## src/rtl/imm_pkg.sv

```systemverilog
// Shared types and constants for the immediate-generation pipeline.
package imm_pkg;

    localparam int XLEN_32 = 32;
    localparam int XLEN_64 = 64;

    typedef enum logic [2:0] {
        IMM_I = 3'b000,
        IMM_S = 3'b001,
        IMM_B = 3'b010,
        IMM_J = 3'b011,
        IMM_U = 3'b100
    } imm_src_t;

    typedef enum logic [1:0] {
        BUF_EMPTY = 2'd0,
        BUF_ONE   = 2'd1,
        BUF_TWO   = 2'd2
    } buf_state_t;

    function automatic logic xlen_ok(int x);
        return (x == XLEN_32) || (x == XLEN_64);
    endfunction

endpackage

```

## src/rtl/imm_decode.sv

```systemverilog
// Combinational RV immediate extraction and sign extension to XLEN.
module imm_decode
    import imm_pkg::*;
#(
    parameter int XLEN = 32
) (
    input  logic [31:0]     instr,
    input  logic [2:0]      imm_src,
    output logic [XLEN-1:0] imm_ext,
    output logic            imm_err
);

    if (!xlen_ok(XLEN)) begin : g_xlen_bad
        $error("imm_decode: XLEN must be 32 or 64");
    end

    logic [31:0] imm32;
    logic        unused_opcode;

    assign unused_opcode = ^instr[6:0];

    always_comb begin
        imm32   = '0;
        imm_err = 1'b0;
        case (imm_src_t'(imm_src))
            IMM_I: imm32 = {{20{instr[31]}}, instr[31:20]};
            IMM_S: imm32 = {{20{instr[31]}}, instr[31:25], instr[11:7]};
            IMM_B: imm32 = {{19{instr[31]}}, instr[31], instr[7],
                            instr[30:25], instr[11:8], 1'b0};
            IMM_J: imm32 = {{11{instr[31]}}, instr[31], instr[19:12],
                            instr[20], instr[30:21], 1'b0};
            IMM_U: imm32 = {instr[31:12], 12'h000};
            default: imm_err = 1'b1;
        endcase
        // 32-bit value is already sign-correct; widen by sign extension
        imm_ext = XLEN'($signed(imm32));
    end

endmodule

```

## src/rtl/imm_gen_pipe.sv

```systemverilog
// Two-entry (main + skid) buffered immediate generator with valid/ready.
module imm_gen_pipe
    import imm_pkg::*;
#(
    parameter int XLEN  = 32,
    parameter int TAG_W = 5
) (
    input  logic             clk,
    input  logic             reset,
    input  logic             flush,
    input  logic             in_valid,
    output logic             in_ready,
    input  logic [31:0]      instr,
    input  logic [2:0]       imm_src,
    input  logic [TAG_W-1:0] in_tag,
    output logic             out_valid,
    input  logic             out_ready,
    output logic [XLEN-1:0]  imm_ext,
    output logic [TAG_W-1:0] out_tag,
    output logic             imm_err
);

    buf_state_t       state_q, state_d;
    logic [XLEN-1:0]  main_imm_q, main_imm_d;
    logic [TAG_W-1:0] main_tag_q, main_tag_d;
    logic             main_err_q, main_err_d;
    logic [XLEN-1:0]  skid_imm_q, skid_imm_d;
    logic [TAG_W-1:0] skid_tag_q, skid_tag_d;
    logic             skid_err_q, skid_err_d;

    logic [XLEN-1:0]  new_imm;
    logic             new_err;
    logic             in_fire;
    logic             out_fire;

    imm_decode #(.XLEN(XLEN)) u_decode (
        .instr   (instr),
        .imm_src (imm_src),
        .imm_ext (new_imm),
        .imm_err (new_err)
    );

    // Ready depends only on registered state, never on out_ready
    assign in_ready  = (state_q != BUF_TWO);
    assign out_valid = (state_q != BUF_EMPTY);
    assign imm_ext   = main_imm_q;
    assign out_tag   = main_tag_q;
    assign imm_err   = main_err_q;

    assign in_fire  = in_valid && in_ready;
    assign out_fire = out_valid && out_ready;

    always_comb begin
        state_d    = state_q;
        main_imm_d = main_imm_q;
        main_tag_d = main_tag_q;
        main_err_d = main_err_q;
        skid_imm_d = skid_imm_q;
        skid_tag_d = skid_tag_q;
        skid_err_d = skid_err_q;
        if (flush) begin
            state_d = BUF_EMPTY;
        end else begin
            unique case (state_q)
                BUF_EMPTY: begin
                    if (in_fire) begin
                        main_imm_d = new_imm;
                        main_tag_d = in_tag;
                        main_err_d = new_err;
                        state_d    = BUF_ONE;
                    end
                end
                BUF_ONE: begin
                    if (in_fire && out_fire) begin
                        main_imm_d = new_imm;
                        main_tag_d = in_tag;
                        main_err_d = new_err;
                    end else if (in_fire) begin
                        skid_imm_d = new_imm;
                        skid_tag_d = in_tag;
                        skid_err_d = new_err;
                        state_d    = BUF_TWO;
                    end else if (out_fire) begin
                        state_d = BUF_EMPTY;
                    end
                end
                BUF_TWO: begin
                    if (out_fire) begin
                        main_imm_d = skid_imm_q;
                        main_tag_d = skid_tag_q;
                        main_err_d = skid_err_q;
                        state_d    = BUF_ONE;
                    end
                end
                default: state_d = BUF_EMPTY;
            endcase
        end
    end

    always_ff @(posedge clk) begin
        if (reset) begin
            state_q    <= BUF_EMPTY;
            main_imm_q <= '0;
            main_tag_q <= '0;
            main_err_q <= 1'b0;
            skid_imm_q <= '0;
            skid_tag_q <= '0;
            skid_err_q <= 1'b0;
        end else begin
            state_q    <= state_d;
            main_imm_q <= main_imm_d;
            main_tag_q <= main_tag_d;
            main_err_q <= main_err_d;
            skid_imm_q <= skid_imm_d;
            skid_tag_q <= skid_tag_d;
            skid_err_q <= skid_err_d;
        end
    end

endmodule

```

## config.mk

```make
export PLATFORM = sky130hd
export DESIGN_NAME = imm_gen_pipe
export DESIGN_NICKNAME = d
export VERILOG_FILES = /design/src/rtl/imm_pkg.sv /design/src/rtl/imm_decode.sv /design/src/rtl/imm_gen_pipe.sv
export SDC_FILE = /design/constraint.sdc
export NUM_CORES = 1
export LEC_CHECK = 0
export ABC_AREA = 0
export BUFFER_PORTS_ARGS = -buffer_cell sky130_fd_sc_hd__clkbuf_2
export CAP_MARGIN = 0
export CORE_MARGIN = 10
export CORE_UTILIZATION = 45
export CTS_BUF_LIST = sky130_fd_sc_hd__clkbuf_8
export CTS_CLUSTER_SIZE = 28
export DETAILED_ROUTE_END_ITERATION = 8
export GPL_TIMING_DRIVEN = 0
export PLACE_DENSITY = 0.76
export SETUP_SLACK_MARGIN = 0.4
export SLEW_MARGIN = 25
export SYNTH_ARGS = -nofsm -noshare
export SYNTH_HDL_FRONTEND = slang
export SYNTH_SLANG_ARGS = --single-unit
```

## constraint.sdc

```tcl
create_clock -name clk -period 1.93 [get_ports clk]
set_clock_uncertainty 0.1 [all_clocks]
set_input_delay 0 -clock clk [delete_from_list [all_inputs] [get_ports clk]]
set_output_delay 0 -clock clk [all_outputs]
set_load 0.05 [all_outputs]
```

Word level (Yosys, flattened, before mapping) --
Cells that the tools add are included.
Cells by class: bitwise operators 2, equality and inequality tests 12, muxes and demuxes 20, reductions and logical operators 12
Operators by type and width (count):
- $pmux 32 s5 | 1
- $mux 32 | 3
- $pmux 32 s3 | 1
- $mux 5 | 3
- $pmux 5 s3 | 1
- $mux 2 | 5
- $ne 2x2->1 const B | 5
- $reduce_and 4->1 | 2
- $eq 3x2->1 const B | 2
- $pmux 2 s3 | 1
- $reduce_and 5->1 | 1
- $reduce_or 5->1 | 1
- $mux 1 | 4
- $eq 3x1->1 const B | 1
- $eq 3x3->1 const B | 1
- $logic_and 1x1->1 | 3
- $logic_not 3->1 | 1
- $ne 3x3->1 const B | 1
- $pmux 1 s3 | 1
- $reduce_bool 3->1 | 1
- $eq 2x1->1 const B | 1
- $eq 2x2->1 const B | 1
- $logic_not 2->1 | 1
- $not 1->1 | 2
- other kinds (2) | 2
Storage, ports and cells: logic and storage cells 53, output and inout bits 40, flip-flop bits (word level) 78

Longest topological paths before layout --
Gate-level depths: netlist (run 1).
depth in word-level cells 6, gate-level depth with buffers 7

Modules after synthesis --
From an unflattened synthesis (run 1), not the netlist that was laid out.
Second synthesis, totals: cells, all modules 440, area, all modules 3993.8 um^2
Modules (own cells, without submodules):
- imm_gen_pipe | instances 1, area an instance 3542.1 um^2, sequential area each 1561.5 um^2, cells an instance 368
- imm_decode | instances 1, area an instance 451.7 um^2, sequential area each 0.0 um^2, cells an instance 72

Worst setup path before layout (run 1) --
No wires, ideal clock.
path kind reg2reg, start register state_q[0], end register main_imm_q[26], in the netlist imm_ext[26], period minus slack after synthesis 1.709 ns, path buffers 3, arrival 1.539 ns, setup slack 0.221 ns, stages on the path, launching flop included 8, cells stage by stage dfxtp_1 > nor2b_1 > buf_2 > inv_1 > buf_2 > buf_2 > o2111ai_1 > a21oi_1
On the way: longest elaborated chain between the ends 5, elaborated cells between the ends (all ways) 14, classes of those cells 6 x eq/ne; 1 x mux; 7 x reduce/logical
Ends and longest elaborated chain:
- start, declared | RTL line imm_gen_pipe.sv:23 | buf_state_t state_q, state_d;
- start signal, assigned | RTL line imm_gen_pipe.sv:110 | state_q <= state_d;
- $ne 2x2->1 * | RTL line imm_gen_pipe.sv:44 | assign in_ready = (state_q != BUF_TWO);
- net in_ready | RTL line imm_gen_pipe.sv:12 | output logic in_ready,
- $logic_and 1x1->1 * | RTL line imm_gen_pipe.sv:50 | assign in_fire = in_valid && in_ready;
- $logic_and 1x1->1 | RTL line imm_gen_pipe.sv:74 | if (in_fire && out_fire) begin
- $ne 2x2->1 (no source line)
- $reduce_and 5->1 (no source line) *
- end signal, assigned | RTL line imm_gen_pipe.sv:111 | main_imm_q <= main_imm_d;
- end, declared | RTL line imm_gen_pipe.sv:24 | logic [XLEN-1:0] main_imm_q, main_imm_d;
The timed path passes the listed nets; every way through them passes the cells marked *. A chain may end at the register's enable or synchronous reset.

Final worst setup path (run 1) --
start input imm_src[2], end register main_imm_q[15], in the netlist imm_ext[15]
On the way: longest elaborated chain between the ends 4, elaborated cells between the ends (all ways) 9, classes of those cells 4 x eq/ne; 4 x mux; 1 x reduce/logical
Ends and longest elaborated chain:
- start, declared | RTL line imm_gen_pipe.sv:14 | input logic [2:0] imm_src,
- $eq 3x3->1, or another cell as far along | RTL line imm_decode.sv:25 | case (imm_src_t'(imm_src))
- $pmux 32 s5 * | RTL line imm_decode.sv:25
- $mux 32 (on tied branches) | RTL line imm_gen_pipe.sv:74, imm_gen_pipe.sv:66
- $pmux 32 s3 * | RTL line imm_gen_pipe.sv:64 | unique case (state_q)
Every way passes the cells marked *; elsewhere a longest branch is shown, timed or not. The select of a mux whose other input is x is not followed.

==> summary.md, run 1 <==
| Metric | Value |
|---|---|
| DR WL/cell | `25.1 µm` |
| IO Count | `85` |
| HP Class | `input pin to flip-flop` |
| Area Growth Syn to Fin | `72.5%` |
| CTS H-tree lvls | `3` |
| Ys async rst share | `0%` |
| Critical path type | `input pin to flip-flop` |
| Syn_nets | `481` |
| Worst-path fanout max | `10` |
| Status | `finished clean` |
| Final WS setup | `169 ps` |
| CP endpoint kind | `flip-flop` |
| Worst-margin pin slew | `1230 ps` |
| Largest net degree at the start of global routing | `14` |
| Fraction of layout instances using a drive strength above 1 | `51.4%` |
| Vias in the first global route | `4142` |
| Non-Filler Instances | `688` |
| Post-layout minimum cycle time | `1760 ps` |
| Setup violators final | `0` |
| Reg power frac | `39.1%` |
| Unique masters post-synth | `42` |
| #FFs+latches synth | `78` |
| Layout Nets | `626` |
| Yosys warnings | `0` |
| Port Buffers | `74` |
| Comb power frac | `22.0%` |
| Setup tns final | `0 ps` |
| Period utilization | `91.2%` |
| Initial Utilization | `46.5%` |
| Final hold viol count | `0` |
| Crit path largest cell delay | `440 ps` |
| Synthesized instance count | `436` |
| Skew-Pair Late Insertion Delay | `380 ps` |
| FF-to-FF setup slack | `180 ps` |
| RD Place Congestion | `0.921` |
| Crit path arrival time | `1910 ps` |
| Fill count | `406` |
| P per Cell Area | `701 nW/µm²` |
| Gr ovfl total | `0` |
| Peak VDD IR | `403 µV` |
| Post-synth EDFFs | `0` |
| Crit path buffers/inverters | `3` |
| Die X | `110 µm` |
| Clk sink count | `78` |
| DRT Wirelength | `17300 µm` |
| Fmax | `568 MHz` |
| Gr usage total | `22.3%` |
| Die height | `110 µm` |
| Clock share of power | `38.9%` |
| Number of antenna violations at the first check in global routing | `0` |
| Core region area | `7770 µm²` |
| Drt first pass iters | `5` |
| CP required | `2080 ps` |
| Inst Count DP | `612` |
| # rows | `32` |
| CP Launch Type | `input pin` |
| Max-Cap Viols | `0` |
| Drc violations | `0` |
| Post-Route Utilization | `80.3%` |
| Mapped Area | `3610 µm²` |
| ANT cells | `0` |
| Main flop type after synthesis | `dfxtp_1` |
| Via density | `6.76` |
| 1st-iter DRT viols | `513` |
| Internal cell power | `3.04 mW` |
| Total number of vias | `4653` |
| Num CTS Buffers | `9` |
| Leakage | `2.37 nW` |
| Hold slack | `20.6 ps` |
| Cell Chain, Critical Path | `clkbuf_2 > clkbuf_1 > nand2b_1 > clkbuf_1 > a21oi_1 > nor3_1 > o32ai_2` |
| Sw Share | `30.4%` |
| CTS tree | `built` |
| CTS root buf | `clkbuf_8` |
| Rel. slew slack | `18.0%` |
| Pre-CTS WS | `53.2 ps` |
| Reg clk slew, reported paths | `90 ps` |
| First-pass GRT wire length | `21100 µm` |
| Clock Path Buffers | `2` |
| Max-slew violation count | `0` |
| Seq/Total Area, Yosys | `43.2%` |
| Sw Pwr | `1.33 mW` |
| Worst path top cell family by delay | `buffers and inverters` |
| CP dominant cell by count | `clkbuf_1` |
| RSZ-0062 raised after global routing | `true` |
| Syn_area_per_cell | `8.29 µm²` |
| Critical-path top delay cell | `clkbuf_1` |
| Total Die Area | `12000 µm²` |
| DRT antenna net count | `0` |
| HPWL Detailed | `8340 µm` |
cell usage in the layout (no fill, tap or decap), types with 10 or more instances in the layout:
cell / instances
inv_1: 13
nand2_4: 15
a21oi_2: 27
nand2_1: 31
dfxtp_1: 76
clkbuf_1: 14
a21oi_1: 32
nor3_2: 12
dlygate4sd3_1: 26
buf_4: 15
clkbuf_2: 77
buf_12: 10
a311oi_2: 12
buf_6: 10
nor2_1: 26
a22o_1: 10
clkbuf_8: 12
stage by stage:
stage / total power [mW] / instance area [µm²]
after detailed placement: 2.34 / 4170
after global routing: 4.44 / 6230
after floorplan: 2.16 / 3670
final: 4.37 / 6230
after global placement: 2.33 / 4170
after CTS: 4.10 / 5310
cells in the mapped netlist (6+ instances only):
cell type	number	area share, %
a21oi_1	65	9.0
clkbuf_1	22	2.3
dfxtp_1	78	43
mux2i_1	6	1.7
a22o_1	11	2.7
nand3b_1	8	1.7
o32ai_1	8	1.9
a31o_2	8	1.9
inv_1	13	1.4
a311oi_1	18	4.4
nand2_1	50	5.2
nor2_1	32	3.3
o2111ai_1	12	2.9
and3_1	7	1.2
nand3_1	10	1.4
buf_2	14	1.9
a211oi_1	9	1.9
nor3_1	25	3.5
worst paths after layout:
check                                to  cells after the start                       start
max            imm_ext[15]$_SDFFE_PP0P_                      7                  imm_src[2]
min            imm_ext[16]$_SDFFE_PP0P_                      4                   instr[16]
max reg2reg    imm_ext[15]$_SDFFE_PP0P_                      6     state_q[1]$_SDFFE_PP0P_
min reg2reg  skid_tag_q[4]$_SDFFE_PP0P_                      2  skid_tag_q[4]$_SDFFE_PP0P_
worst reg2reg max path, delay by kind of cell (launching register included):
| family | cells | cell delay (ps) |
|---|---|---|
| AOI/OAI and AO/OA | 1 | 120 |
| buffers and inverters | 3 | 560 |
| DFF | 1 | 370 |
| and+or+nand+nor | 2 | 490 |
logic make-up after synthesis:
group	Yosys count	synth area share [%]
flops	78	43.2
simple gates	153	20.8
mux	6	1.66
xor+xnor	1	0.450
compound gates	143	27.5
buf+inv	55	6.40
metal layers:
metal  global-route usage (%)  part of all wire, %  up-vias  wire length (µm)
met5                        0                    0        -                 0
met4                     10.8                  5.8        0              1010
li1                         -                    -     1896                 -
met2                     37.2                   47      421              8150
met1                     26.2                   36     2219              6180
met3                     5.38                   11      117              1940
power by group through the flow:
| stage | logic [mW] | registers [mW] | clock network [mW] |
|---|---|---|---|
| 2_1_floorplan | 0.280 | 1.88 | 0 |
| 6_report | 0.964 | 1.71 | 1.70 |
| 3_3_place_gp | 0.606 | 1.73 | 0 |
| 5_1_grt | 0.992 | 1.71 | 1.74 |
| 3_5_place_dp | 0.614 | 1.73 | 0 |
| 4_1_cts | 0.752 | 1.69 | 1.65 |
area by class of cell:
| type | instances | area [µm²] | share of cell area [%] |
|---|---|---|---|
| buffer | 42 | 367 | 5.88 |
| clock buffer | 10 | 138 | 2.21 |
| clock inverter | 6 | 133 | 2.13 |
| inverter | 13 | 51.3 | 0.823 |
| multi-input combinational | 303 | 2710 | 43.4 |
| sequential | 78 | 1570 | 25.2 |
| tap | 102 | 128 | 2.05 |
| timing repair buffer | 134 | 1140 | 18.4 |
flip-flops by register name, summed over array words and instances (netlist names):
register and cells:
imm_ext 32, skid_imm_q 32, out_tag 5, skid_tag_q 5, state_q 2, imm_err 1
skid_err_q 1
repair_timing:
action | in CTS | in global routing
hold endpoints to repair | 37 | 1
pin swaps | 45 | 63
cloned | 5 | 6
buffers inserted | 15 | 8
resized for setup | 93 | 150
hold buffers | 25 | 1
setup endpoints to repair | 76 | 80
(Power assumes the default switching activity.)
==> inputs of run 2 (changes only) <==
--- a/config.mk
+++ b/config.mk
@@ -10,7 +10,7 @@
 export CAP_MARGIN = 0
 export CORE_MARGIN = 10
 export CORE_UTILIZATION = 45
-export CTS_BUF_LIST = sky130_fd_sc_hd__clkbuf_8
+export CTS_BUF_LIST = sky130_fd_sc_hd__clkbuf_2
 export CTS_CLUSTER_SIZE = 28
 export DETAILED_ROUTE_END_ITERATION = 8
 export GPL_TIMING_DRIVEN = 0
==> run 2 against run 1 <==
  * Critical path depth shrank 1
  * Maximum frequency down 8.1%
  * Worst hold slack better by 63 ps
  * Global-route usage increased by 2.1 points
  * Critical endpoint is now in_ready
==> summary.md, run 2 (synthesis gave the netlist of run 1 again) <==
| Metric | Value |
|---|---|
| CP dominant cell by count | `buf_6` |
| Met1 wire length | `6520 µm` |
| CP Launch Point | `state_q[1]$_SDFFE_PP0P_` |
| Fraction of layout instances using a drive strength above 1 | `48.2%` |
| HP Class | `input pin to flip-flop` |
| Die height | `110 µm` |
| Final WS setup | `14.0 ps` |
| Gr usage total | `24.4%` |
| Fill count | `418` |
| CTS H-tree lvls | `3` |
| ANT cells | `0` |
| CTS tree | `built` |
| Clk sink count | `78` |
| 1st-iter DRT viols | `522` |
| Met2 Wirelength | `8850 µm` |
| Worst setup endpoint | `in_ready` |
| Post-Place Cell Area | `4170 µm²` |
| Vias in the first global route | `4517` |
| Fmax | `522 MHz` |
| Largest net degree at the start of global routing | `14` |
| Reg power frac | `42.2%` |
| Post-Route Utilization | `81.1%` |
| Top sig layer | `met4` |
| Register area | `1570 µm²` |
| RR Endpoint | `imm_ext[4]$_SDFFE_PP0P_` |
| # rows | `32` |
| Cell Chain, Critical Path | `nor2b_4 > buf_6 > clkinvlp_4 > buf_6 > buf_8 > clkbuf_16` |
| Die X | `110 µm` |
| First-pass GRT wire length | `23100 µm` |
| Drt first pass iters | `7` |
| CP endpoint kind | `output port` |
| Initial Utilization | `46.5%` |
| Area Growth Syn to Fin | `74.2%` |
| Met3 wire len | `2250 µm` |
| Final hold viol count | `0` |
| CP Launch Type | `flip-flop` |
| Pre-CTS WS | `53.2 ps` |
| Status | `finished clean` |
| Total Die Area | `12000 µm²` |
| HPWL Detailed | `8340 µm` |
| Area occupied by multi-input gates | `2570 µm²` |
| Clock share of power | `33.3%` |
| Comb power frac | `24.5%` |
| Via density | `6.87` |
| Crit path arrival time | `1820 ps` |
| Leakage | `2.43 nW` |
| Gr ovfl total | `0` |
| Most frequent cells in the layout | `clkbuf_2 (84), dfxtp_1 (76), a21oi_1 (40), dlygate4sd3_1 (37), nand2_1 (34)` |
| Peak VDD IR | `739 µV` |
| Rel. slew slack | `39.2%` |
| Post-Layout Inst Area | `6300 µm²` |
| Crit path largest cell delay | `410 ps` |
| Skew-Pair Late Insertion Delay | `600 ps` |
| RSZ-0062 raised after global routing | `true` |
| DR WL/cell | `26.8 µm` |
| Worst reg2reg path depth | `9` |
| Max-Cap Viols | `0` |
| Core region area | `7770 µm²` |
| Worst-path fanout max | `5` |
| Setup violators final | `0` |
| Hold slack | `83.2 ps` |
| Num CTS Buffers | `9` |
| P per Cell Area | `643 nW/µm²` |
| Number of antenna violations at the first check in global routing | `0` |
| Sw Share | `32.6%` |
| Port Buffers | `74` |
| Total number of vias | `4906` |
| FF-to-FF Start | `state_q[1]$_SDFFE_PP0P_` |
| FF-to-FF setup slack | `60 ps` |
| Reg clk slew, reported paths | `240 ps` |
| Sw Pwr | `1.32 mW` |
| IO Count | `85` |
| RD Place Congestion | `0.921` |
| CP required | `1830 ps` |
| DRT antenna net count | `0` |
| Non-Filler Instances | `714` |
| Commonest non-fill, non-tap cell in the layout | `clkbuf_2` |
| Critical path type | `flip-flop to output port` |
| Critical-path top delay cell | `dfxtp_4` |
| Drc violations | `0` |
| Layout Nets | `652` |
| Max-slew violation count | `0` |
| Post-layout minimum cycle time | `1920 ps` |
| Clock Path Buffers | `2` |
| Period utilization | `99.3%` |
| Worst-margin pin slew | `912 ps` |
| Internal cell power | `2.73 mW` |
| CTS root buf | `clkbuf_2` |
| Inst Count DP | `612` |
| DRT Wirelength | `19200 µm` |
==> run 2: cell count changes in the layout (fill, tap and decap cells not counted), sizes merged <==
cell	delta
buf	+20
clkbuf	-5
clkinv	+1
clkinvlp	+1
dlygate4sd3	+11
inv	-2
==> run 2: repair_timing <==
item / CTS / global route
cloned: 7 / 3
setup buffers: 25 / 14
resized for setup: 115 / 123
endpoints found under the hold margin: 75 / 0
hold buffers: 37 / 0
setup endpoints to repair: 77 / 80
pin swaps: 40 / 46
==> run 2: power by group through the flow <==
stage / Sequential, mW / Clock [mW] / Combinational, mW
final: 1.71 / 1.35 / 0.992
after global routing: 1.71 / 1.40 / 1.02
after detailed placement: 1.73 / 0 / 0.614
after global placement: 1.73 / 0 / 0.606
after CTS: 1.70 / 1.28 / 0.823
after floorplan: 1.88 / 0 / 0.280
==> run 2: metal layers <==
metal  GRT usage [%]  vias up
li1                -     1945
met4            12.8        0
met2            40.9      487
met5               0        -
met3            6.55      165
met1            27.9     2309
==> run 2: worst min path at each step <==
stage                                 end  cells after the start        from  slack, ps
3_5_place_dp   skid_tag_q[4]$_SDFFE_PP0P_                      3   in_tag[4]        150
5_1_grt          imm_ext[13]$_SDFFE_PP0P_                      3       reset         90
3_3_place_gp   skid_tag_q[4]$_SDFFE_PP0P_                      3   in_tag[4]        140
4_1_cts        skid_imm_q[2]$_SDFFE_PP0P_                      4  imm_src[2]          6
6_report       skid_tag_q[0]$_SDFFE_PP0P_                      4   in_tag[0]         80
2_1_floorplan     state_q[1]$_SDFFE_PP0P_                      1   out_ready        -30
==> run 2: worst max-delay path: cells and delay by family (launching register included) <==
family / cells / cell delay, ps
buffers and inverters: 5 / 690
flip-flops: 1 / 410
AND/OR/NAND/NOR: 1 / 140
==> run 2: layout make-up <==
cell class | instances | area share [%]
Clock inverter | 6 | 2.11
Buffer | 42 | 5.82
Tap cell | 102 | 2.03
Sequential cell | 78 | 24.9
Inverter | 13 | 0.834
Clock buffer | 10 | 0.795
Multi-Input combinational cell | 303 | 40.8
Timing Repair Buffer | 160 | 22.7
==> run 2: per-stage QoR <==
step                power (mW)  TNS, ps
global placement          2.33        0
global route              4.13    -24.3
CTS                       3.80        0
detailed placement        2.34        0
floorplan                 2.16        0
finish                    4.05        0
